$ cat src/rtl/duc_hop_ctrl_if.sv
// Bundle of the hop-scheduler control, table-write and DDS/mixer signals.
// master: link-layer sequencer side; slave: duc_hop_ctrl.
interface duc_hop_ctrl_if;
  logic        tbl_wr_en;
  logic [5:0]  tbl_wr_addr;
  logic [27:0] tbl_wr_data;
  logic        tx_start;
  logic        tx_stop;
  logic        hop_valid;
  logic [5:0]  hop_chan;
  logic        hop_ready;
  logic [27:0] fcw_data;
  logic        tx_dds_en;
  logic        tx_data_en;
  logic        hop_strobe;
  logic        busy;
  logic        underrun;
  logic [15:0] hop_cnt;

  modport master (
    output tbl_wr_en, tbl_wr_addr, tbl_wr_data, tx_start, tx_stop,
           hop_valid, hop_chan,
    input  hop_ready, fcw_data, tx_dds_en, tx_data_en, hop_strobe,
           busy, underrun, hop_cnt
  );

  modport slave (
    input  tbl_wr_en, tbl_wr_addr, tbl_wr_data, tx_start, tx_stop,
           hop_valid, hop_chan,
    output hop_ready, fcw_data, tx_dds_en, tx_data_en, hop_strobe,
           busy, underrun, hop_cnt
  );
endinterface

$ cat src/rtl/duc_hop_ctrl.sv
// Frequency-hop scheduler for the TX DUC: 64-entry FCW table, hop-index
// queue, fixed slot grid, single-cycle DDS load and post-load TX blanking.
module duc_hop_ctrl #(
  parameter int HOP_PERIOD = 1300,
  parameter int GUARD      = 12,
  parameter int FIFO_DEPTH = 4
) (
  input  logic           clk_200m,
  input  logic           cfg_rst,
  duc_hop_ctrl_if.slave  bus
);

  localparam int AW = $clog2(FIFO_DEPTH);
  localparam int CW = AW + 1;

  typedef enum logic {IDLE, RUN} state_t;

  state_t        r_state;
  state_t        w_state_nxt;
  logic [15:0]   r_slot_cnt;
  logic          r_stop_pend;

  logic [27:0]   r_tbl [64];
  logic [27:0]   r_fcw;

  logic [5:0]    r_q [FIFO_DEPTH];
  logic [AW-1:0] r_wr_ptr;
  logic [AW-1:0] r_rd_ptr;
  logic [CW-1:0] r_q_cnt;

  logic          r_loaded;
  logic          r_dds_en;
  logic          r_data_en;
  logic          r_underrun;
  logic [15:0]   r_hop_cnt;

  logic          w_full;
  logic          w_empty;
  logic          w_hop_ready;
  logic          w_push;
  logic          w_pop;
  logic          w_slot_start;
  logic          w_slot_last;
  logic          w_start;
  logic          w_busy;
  logic          w_strobe;
  logic [5:0]    w_head;

  assign w_full       = (r_q_cnt == CW'(FIFO_DEPTH));
  assign w_empty      = (r_q_cnt == '0);
  // Held low while in reset so the sequencer sees no room until release.
  assign w_hop_ready  = !w_full && !cfg_rst;
  assign w_push       = bus.hop_valid && w_hop_ready;
  assign w_slot_start = (r_state == RUN) && (r_slot_cnt == 16'd0);
  assign w_slot_last  = (r_state == RUN) && (r_slot_cnt == 16'(HOP_PERIOD - 1));
  assign w_pop        = w_slot_start && !w_empty;
  assign w_head       = r_q[r_rd_ptr];

  // FSM state register
  always_ff @(posedge clk_200m or posedge cfg_rst) begin
    if (cfg_rst) r_state <= IDLE;
    else         r_state <= w_state_nxt;
  end

  // FSM next state and decoded outputs; a stop request is honoured only on the slot's last cycle
  always_comb begin
    w_state_nxt = r_state;
    w_busy      = 1'b0;
    w_strobe    = 1'b0;
    w_start     = 1'b0;
    case (r_state)
      IDLE: begin
        if (bus.tx_start) begin
          w_state_nxt = RUN;
          w_start     = 1'b1;
        end
      end
      RUN: begin
        w_busy   = 1'b1;
        w_strobe = (r_slot_cnt == 16'd0);
        if (w_slot_last && (r_stop_pend || bus.tx_stop)) w_state_nxt = IDLE;
      end
      default: w_state_nxt = IDLE;
    endcase
  end

  // Slot position counter and latched stop request
  always_ff @(posedge clk_200m or posedge cfg_rst) begin
    if (cfg_rst) begin
      r_slot_cnt  <= '0;
      r_stop_pend <= 1'b0;
    end else if (r_state == RUN) begin
      r_slot_cnt <= w_slot_last ? 16'd0 : r_slot_cnt + 16'd1;
      if (w_state_nxt == IDLE)  r_stop_pend <= 1'b0;
      else if (bus.tx_stop)     r_stop_pend <= 1'b1;
    end else begin
      r_slot_cnt  <= '0;
      r_stop_pend <= 1'b0;
    end
  end

  // Hop queue pointers and occupancy; reset flushes by clearing these only
  always_ff @(posedge clk_200m or posedge cfg_rst) begin
    if (cfg_rst) begin
      r_wr_ptr <= '0;
      r_rd_ptr <= '0;
      r_q_cnt  <= '0;
    end else begin
      if (w_push) r_wr_ptr <= r_wr_ptr + AW'(1);
      if (w_pop)  r_rd_ptr <= r_rd_ptr + AW'(1);
      case ({w_push, w_pop})
        2'b10:   r_q_cnt <= r_q_cnt + CW'(1);
        2'b01:   r_q_cnt <= r_q_cnt - CW'(1);
        default: r_q_cnt <= r_q_cnt;
      endcase
    end
  end

  // Hop queue storage
  always_ff @(posedge clk_200m) begin
    if (w_push) r_q[r_wr_ptr] <= bus.hop_chan;
  end

  // FCW table write port; contents survive reset
  always_ff @(posedge clk_200m) begin
    if (bus.tbl_wr_en) r_tbl[bus.tbl_wr_addr] <= bus.tbl_wr_data;
  end

  // Registered table read on pop; old contents win on a same-address write, and the value is held until the next load
  always_ff @(posedge clk_200m or posedge cfg_rst) begin
    if (cfg_rst)    r_fcw <= '0;
    else if (w_pop) r_fcw <= r_tbl[w_head];
  end

  // Per-slot status: load strobe, loaded flag, underrun, hop counter, data gate
  always_ff @(posedge clk_200m or posedge cfg_rst) begin
    if (cfg_rst) begin
      r_loaded   <= 1'b0;
      r_dds_en   <= 1'b0;
      r_data_en  <= 1'b0;
      r_underrun <= 1'b0;
      r_hop_cnt  <= '0;
    end else begin
      r_dds_en  <= w_pop;
      r_data_en <= (r_state == RUN) && r_loaded &&
                   (r_slot_cnt >= 16'(GUARD + 1)) &&
                   (r_slot_cnt <= 16'(HOP_PERIOD - 2));
      if (w_start) begin
        r_underrun <= 1'b0;
        r_hop_cnt  <= '0;
        r_loaded   <= 1'b0;
      end else if (w_slot_start) begin
        r_hop_cnt <= r_hop_cnt + 16'd1;
        r_loaded  <= !w_empty;
        if (w_empty) r_underrun <= 1'b1;
      end
    end
  end

  assign bus.hop_ready  = w_hop_ready;
  assign bus.fcw_data   = r_fcw;
  assign bus.tx_dds_en  = r_dds_en;
  assign bus.tx_data_en = r_data_en;
  assign bus.hop_strobe = w_strobe;
  assign bus.busy       = w_busy;
  assign bus.underrun   = r_underrun;
  assign bus.hop_cnt    = r_hop_cnt;

endmodule

$ cat src/flat_wrapper.sv
// flat-port wrapper written by rule: the top's interface ports become plain ports
module duc_hop_ctrl_flat 
#(
  parameter int HOP_PERIOD = 1300,
  parameter int GUARD      = 12,
  parameter int FIFO_DEPTH = 4
)
  (clk_200m, cfg_rst, bus_tbl_wr_en, bus_tbl_wr_addr, bus_tbl_wr_data, bus_tx_start, bus_tx_stop, bus_hop_valid, bus_hop_chan, bus_hop_ready, bus_fcw_data, bus_tx_dds_en, bus_tx_data_en, bus_hop_strobe, bus_busy, bus_underrun, bus_hop_cnt);
  duc_hop_ctrl_if bus_i ();
  input  logic clk_200m;
  input  logic cfg_rst;
  input wire logic [$bits(bus_i.tbl_wr_en)-1:0] bus_tbl_wr_en;
  input wire logic [$bits(bus_i.tbl_wr_addr)-1:0] bus_tbl_wr_addr;
  input wire logic [$bits(bus_i.tbl_wr_data)-1:0] bus_tbl_wr_data;
  input wire logic [$bits(bus_i.tx_start)-1:0] bus_tx_start;
  input wire logic [$bits(bus_i.tx_stop)-1:0] bus_tx_stop;
  input wire logic [$bits(bus_i.hop_valid)-1:0] bus_hop_valid;
  input wire logic [$bits(bus_i.hop_chan)-1:0] bus_hop_chan;
  output wire logic [$bits(bus_i.hop_ready)-1:0] bus_hop_ready;
  output wire logic [$bits(bus_i.fcw_data)-1:0] bus_fcw_data;
  output wire logic [$bits(bus_i.tx_dds_en)-1:0] bus_tx_dds_en;
  output wire logic [$bits(bus_i.tx_data_en)-1:0] bus_tx_data_en;
  output wire logic [$bits(bus_i.hop_strobe)-1:0] bus_hop_strobe;
  output wire logic [$bits(bus_i.busy)-1:0] bus_busy;
  output wire logic [$bits(bus_i.underrun)-1:0] bus_underrun;
  output wire logic [$bits(bus_i.hop_cnt)-1:0] bus_hop_cnt;
  assign bus_i.tbl_wr_en = bus_tbl_wr_en;
  assign bus_i.tbl_wr_addr = bus_tbl_wr_addr;
  assign bus_i.tbl_wr_data = bus_tbl_wr_data;
  assign bus_i.tx_start = bus_tx_start;
  assign bus_i.tx_stop = bus_tx_stop;
  assign bus_i.hop_valid = bus_hop_valid;
  assign bus_i.hop_chan = bus_hop_chan;
  assign bus_hop_ready = bus_i.hop_ready;
  assign bus_fcw_data = bus_i.fcw_data;
  assign bus_tx_dds_en = bus_i.tx_dds_en;
  assign bus_tx_data_en = bus_i.tx_data_en;
  assign bus_hop_strobe = bus_i.hop_strobe;
  assign bus_busy = bus_i.busy;
  assign bus_underrun = bus_i.underrun;
  assign bus_hop_cnt = bus_i.hop_cnt;
  duc_hop_ctrl #(.HOP_PERIOD(HOP_PERIOD), .GUARD(GUARD), .FIFO_DEPTH(FIFO_DEPTH)) u_core (.clk_200m(clk_200m), .cfg_rst(cfg_rst), .bus(bus_i));
endmodule
$ cat config.mk
export PLATFORM = sky130hd
export DESIGN_NAME = duc_hop_ctrl_flat
export DESIGN_NICKNAME = d
export VERILOG_FILES = /design/src/rtl/duc_hop_ctrl_if.sv /design/src/rtl/duc_hop_ctrl.sv /design/src/flat_wrapper.sv
export SDC_FILE = /design/constraint.sdc
export NUM_CORES = 2
export LEC_CHECK = 0
export ABC_CLOCK_PERIOD_IN_PS = 4500
export CAP_MARGIN = 30
export CORE_MARGIN = 2
export CORE_UTILIZATION = 50
export CTS_CLUSTER_SIZE = 40
export DETAILED_ROUTE_END_ITERATION = 8
export GPL_ROUTABILITY_DRIVEN = 0
export GPL_TIMING_DRIVEN = 1
export PLACE_DENSITY = 0.7
export SKIP_CTS_REPAIR_TIMING = 1
export SKIP_LAST_GASP = 1
export SYNTH_ARGS = -nofsm -noshare
export SYNTH_HDL_FRONTEND = slang
export SYNTH_SLANG_ARGS = --single-unit
$ cat constraint.sdc
create_clock -name clk_200m -period 4.5 [get_ports clk_200m]
set_input_delay 0.9 -clock clk_200m [delete_from_list [all_inputs] [get_ports clk_200m]]
set_output_delay 0.9 -clock clk_200m [all_outputs]
set_load 0.005 [all_outputs]
==> flow_summary.ini <==
[synth]
ys_seq_area_frac = 0.753
synth-seq-cells = 1889
synth_area_mm2 = 0.0749
ys.flop_type = edfxtp_1
synth_edf_count = 1816
yosysWarnings = 0
synth.distinct_cells = 43
synthArstFlopShare = 0.0386
synthTopCellsByArea = edfxtp_1, mux2i_1, dfrtp_1
synth_area_per_cell_um2 = 16.7
yosysTopAreaCell = edfxtp_1
synth_nets = 4547
synthCells = 4489
netlist.area_leader.share = 0.728

[global_routing]
top_usage_layer = met2
grt_pass1_vias = 40805
antenna_found_initial = 20
grt_util_met2 = 0.397
grt_pass1_wl_um = 279000
use_met3 = 0.0588
grt_max_degree = 120
grtUsageMet1 = 0.345
gr-total-overflow = 0
track_usage = 0.252

[setup_path]
crit_start = u_core.r_slot_cnt[7]$_DFF_PP0_
start_kind = register
crit_path_end_kind = output port
required_ps = 3600
cp_top_family = simple AND/OR/NAND/NOR gates
arrival_ps = 3260
worstPathMaxFanout = 10
path_depth = 5
critical_path_class = reg2out
worstPathCellList = or4_1, nor4_2, nand3_1, inv_2, clkdlybuf4s50_1
crit_buf_inv = 2
r2r_start = u_core.r_rd_ptr[1]$_DFFE_PP0P_
slowest_delay_ps = 570
worst_r2r_path_depth = 10
cp_slowest_cell = or4_1

[clock_network]
cts_tree = built
clock-sinks = 1889
numCtsBuffers = 181
cts_buffer_depth = 3
clock_latency_ps = 830
clockRootBuffer = clkbuf_16
clk_pin_slew_ps = 70
htreeDepth = 4

[finish]
final_cells = 6840
multiInputGateArea_mm2 = 0.0176
nNetsFinal = 4817
drive_gt1_frac = 0.131
nFillCells = 11068
area_growth_pct = 13.9
regArea_mm2 = 0.0564

[pwr]
p_total_mw = 52.3
p_per_area_mw_per_mm2 = 613
peakVddDrop_mv = 0.747
p_leak_nw = 30.1

[floorplan]
die_w_um = 391
die-area_mm2 = 0.153
die_h_um = 391
coreArea_mm2 = 0.148
row_count = 141
pin_count = 96
start_util = 0.505

[detailed_routing]
vias_per_cell = 6.16
wl_per_cell_um = 28.3
drtIter0Drc = 5007
first_pass_iters = 5
vias = 42168
wirelength_um = 194000
drc = 0
postRouteAntennaNets = 0

[min_path]
hold-path-cell-count = 1
min_path_type = in2reg
hold_path_startpoint = bus_tbl_wr_data[26]

[placed_design]
portBuffers = 95
placedCellCount = 6500
dpl.hpwl_um = 110000

[timing]
hold_violations = 0
fmax_mhz = 241
setup_viol = 0
rsz0062_at_grt = false
skew_ps = 68.5
tightest_slew_ps = 1070
slew_violations = 0
min_period_ps = 4160
slew_headroom = 0.283
fin_crit_sh = 0.924
fin_setup_tns_ps = 0

[run]
cap_violations = 0

[status]
outcome = complete, no violations
[per-stage QoR]
step	cell area (um^2)	utilization	hold WS [ps]	setup slack [ps]
after floorplan	74900	-	450	1160
after global placement	79200	0.535	466	-422
after detailed placement	79500	0.536	470	580
after CTS	85200	0.575	432	303
after global routing	85300	0.575	455	143
final	85300	0.575	470	343
[cell usage after synthesis (2+ instances only)]
master    count
mux2_2        3
ha_1         11
nor2b_1       4
nand4_1       9
o211ai_1      4
or3_1         4
a31oi_1     114
dfrtp_1      73
buf_1         7
o21ai_0      14
buf_4        17
xnor2_1       4
o221ai_2     10
clkbuf_1    115
nor4_1       84
nand2_1     486
edfxtp_1   1816
nor4_2        2
nand3_1      17
inv_1        11
nand3b_1      3
o221ai_1    158
xor2_1       16
and3_1       15
or4_1         2
a21oi_1     200
and2_1        2
nor2_1      119
mux2i_1     963
nor3_1       57
buf_6        35
nand2b_1      6
buf_2        92
o31ai_1       3
mux4_2        5
[logic make-up after synthesis]
family	Yosys count	synth area share
multiplexers	971	0.131
XOR/XNOR	20	0.00234
AO/OA/AOI/OAI	506	0.0454
buffers and inverters	278	0.0198
AND/OR/NAND/NOR	813	0.0468
flip-flops	1889	0.753
adder cells (fa/ha/maj)	12	0.00211
[sequential cells by signal, indices dropped and copies added (netlist names)]
| register | flops |
|---|---|
| u_core.r_tbl | 1792 |
| u_core.bus.fcw_data | 28 |
| u_core.r_q | 24 |
| u_core.bus.hop_cnt | 16 |
| u_core.r_slot_cnt | 16 |
| u_core.r_q_cnt | 3 |
| u_core.r_rd_ptr | 2 |
| u_core.r_wr_ptr | 2 |
| u_core.bus.tx_data_en | 1 |
| u_core.bus.tx_dds_en | 1 |
| u_core.bus.underrun | 1 |
| u_core.r_loaded | 1 |
| u_core.r_state | 1 |
| u_core.r_stop_pend | 1 |
[worst reg2reg max path, stage by stage, from the launching register on]
cell and delay, ps:
dfrtp_1 360, buf_4 200, mux4_4 680, buf_12 630, mux2i_1 430, nand2_1 70
a31oi_1 320, nor3_1 180, buf_4 210, nor4_1 560, a21oi_1 140
[path summary, 6_finish.rpt]
| kind | end | slack, ps |
|---|---|---|
| setup / recovery | bus_hop_strobe | 340 |
| hold / removal | u_core.r_tbl[7][26]$_DFFE_PP_ | 470 |
| setup reg to reg | u_core.bus.fcw_data[15]$_DFFE_PP0P_ | 580 |
| hold reg to reg | u_core.bus.hop_cnt[15]$_DFFE_PP0P_ | 480 |
| max in group asynchronous | u_core.bus.tx_data_en$_DFF_PP0_ | 2990 |
| min in group asynchronous | u_core.r_wr_ptr[0]$_DFFE_PP0P_ | 660 |
[metal layers]
| layer | wire [um] | vias up |
|---|---|---|
| met5 | 120 | - |
| met4 | 6630 | 20 |
| met3 | 19000 | 375 |
| met2 | 90900 | 2070 |
| met1 | 77300 | 21591 |
| li1 | - | 18112 |
[power by group]
part	internal [mW]	switching [mW]
clock network	8.27	6.41
registers	19.6	0.327
logic	6.48	11.2
total	34.4	17.9
[final cells by class]
| type | count | share of cell area |
|---|---|---|
| Sequential cell | 1889 | 0.661 |
| Clock buffer | 237 | 0.0571 |
| Tap cell | 1930 | 0.0283 |
| Multi-Input combinational cell | 2322 | 0.206 |
| Clock inverter | 88 | 0.00980 |
| Antenna cell | 9 | 0.000264 |
| Timing Repair Buffer | 353 | 0.0366 |
| Inverter | 12 | 0.000543 |
[layout by cell type, fill, tap and decap left out, types with 11 or more instances in the layout]
cell,n
nor3_1,54
o221ai_1,158
o21ai_0,14
clkbuf_16,182
nor2_2,18
edfxtp_1,1816
clkinv_1,39
nor2_1,54
xor2_1,16
nand3_1,17
clkinv_2,23
buf_4,214
mux2i_1,962
clkbuf_1,44
nand2_1,485
a31oi_1,114
bufinv_16,11
nor4_1,67
nor2_4,47
a21oi_1,200
dfrtp_1,73
nor4_2,19
buf_12,29
clkdlybuf4s50_1,67
ha_1,11
buf_2,35
and3_1,15
clkbuf_8,11
Note: power is estimated with default switching activity, not from simulation.
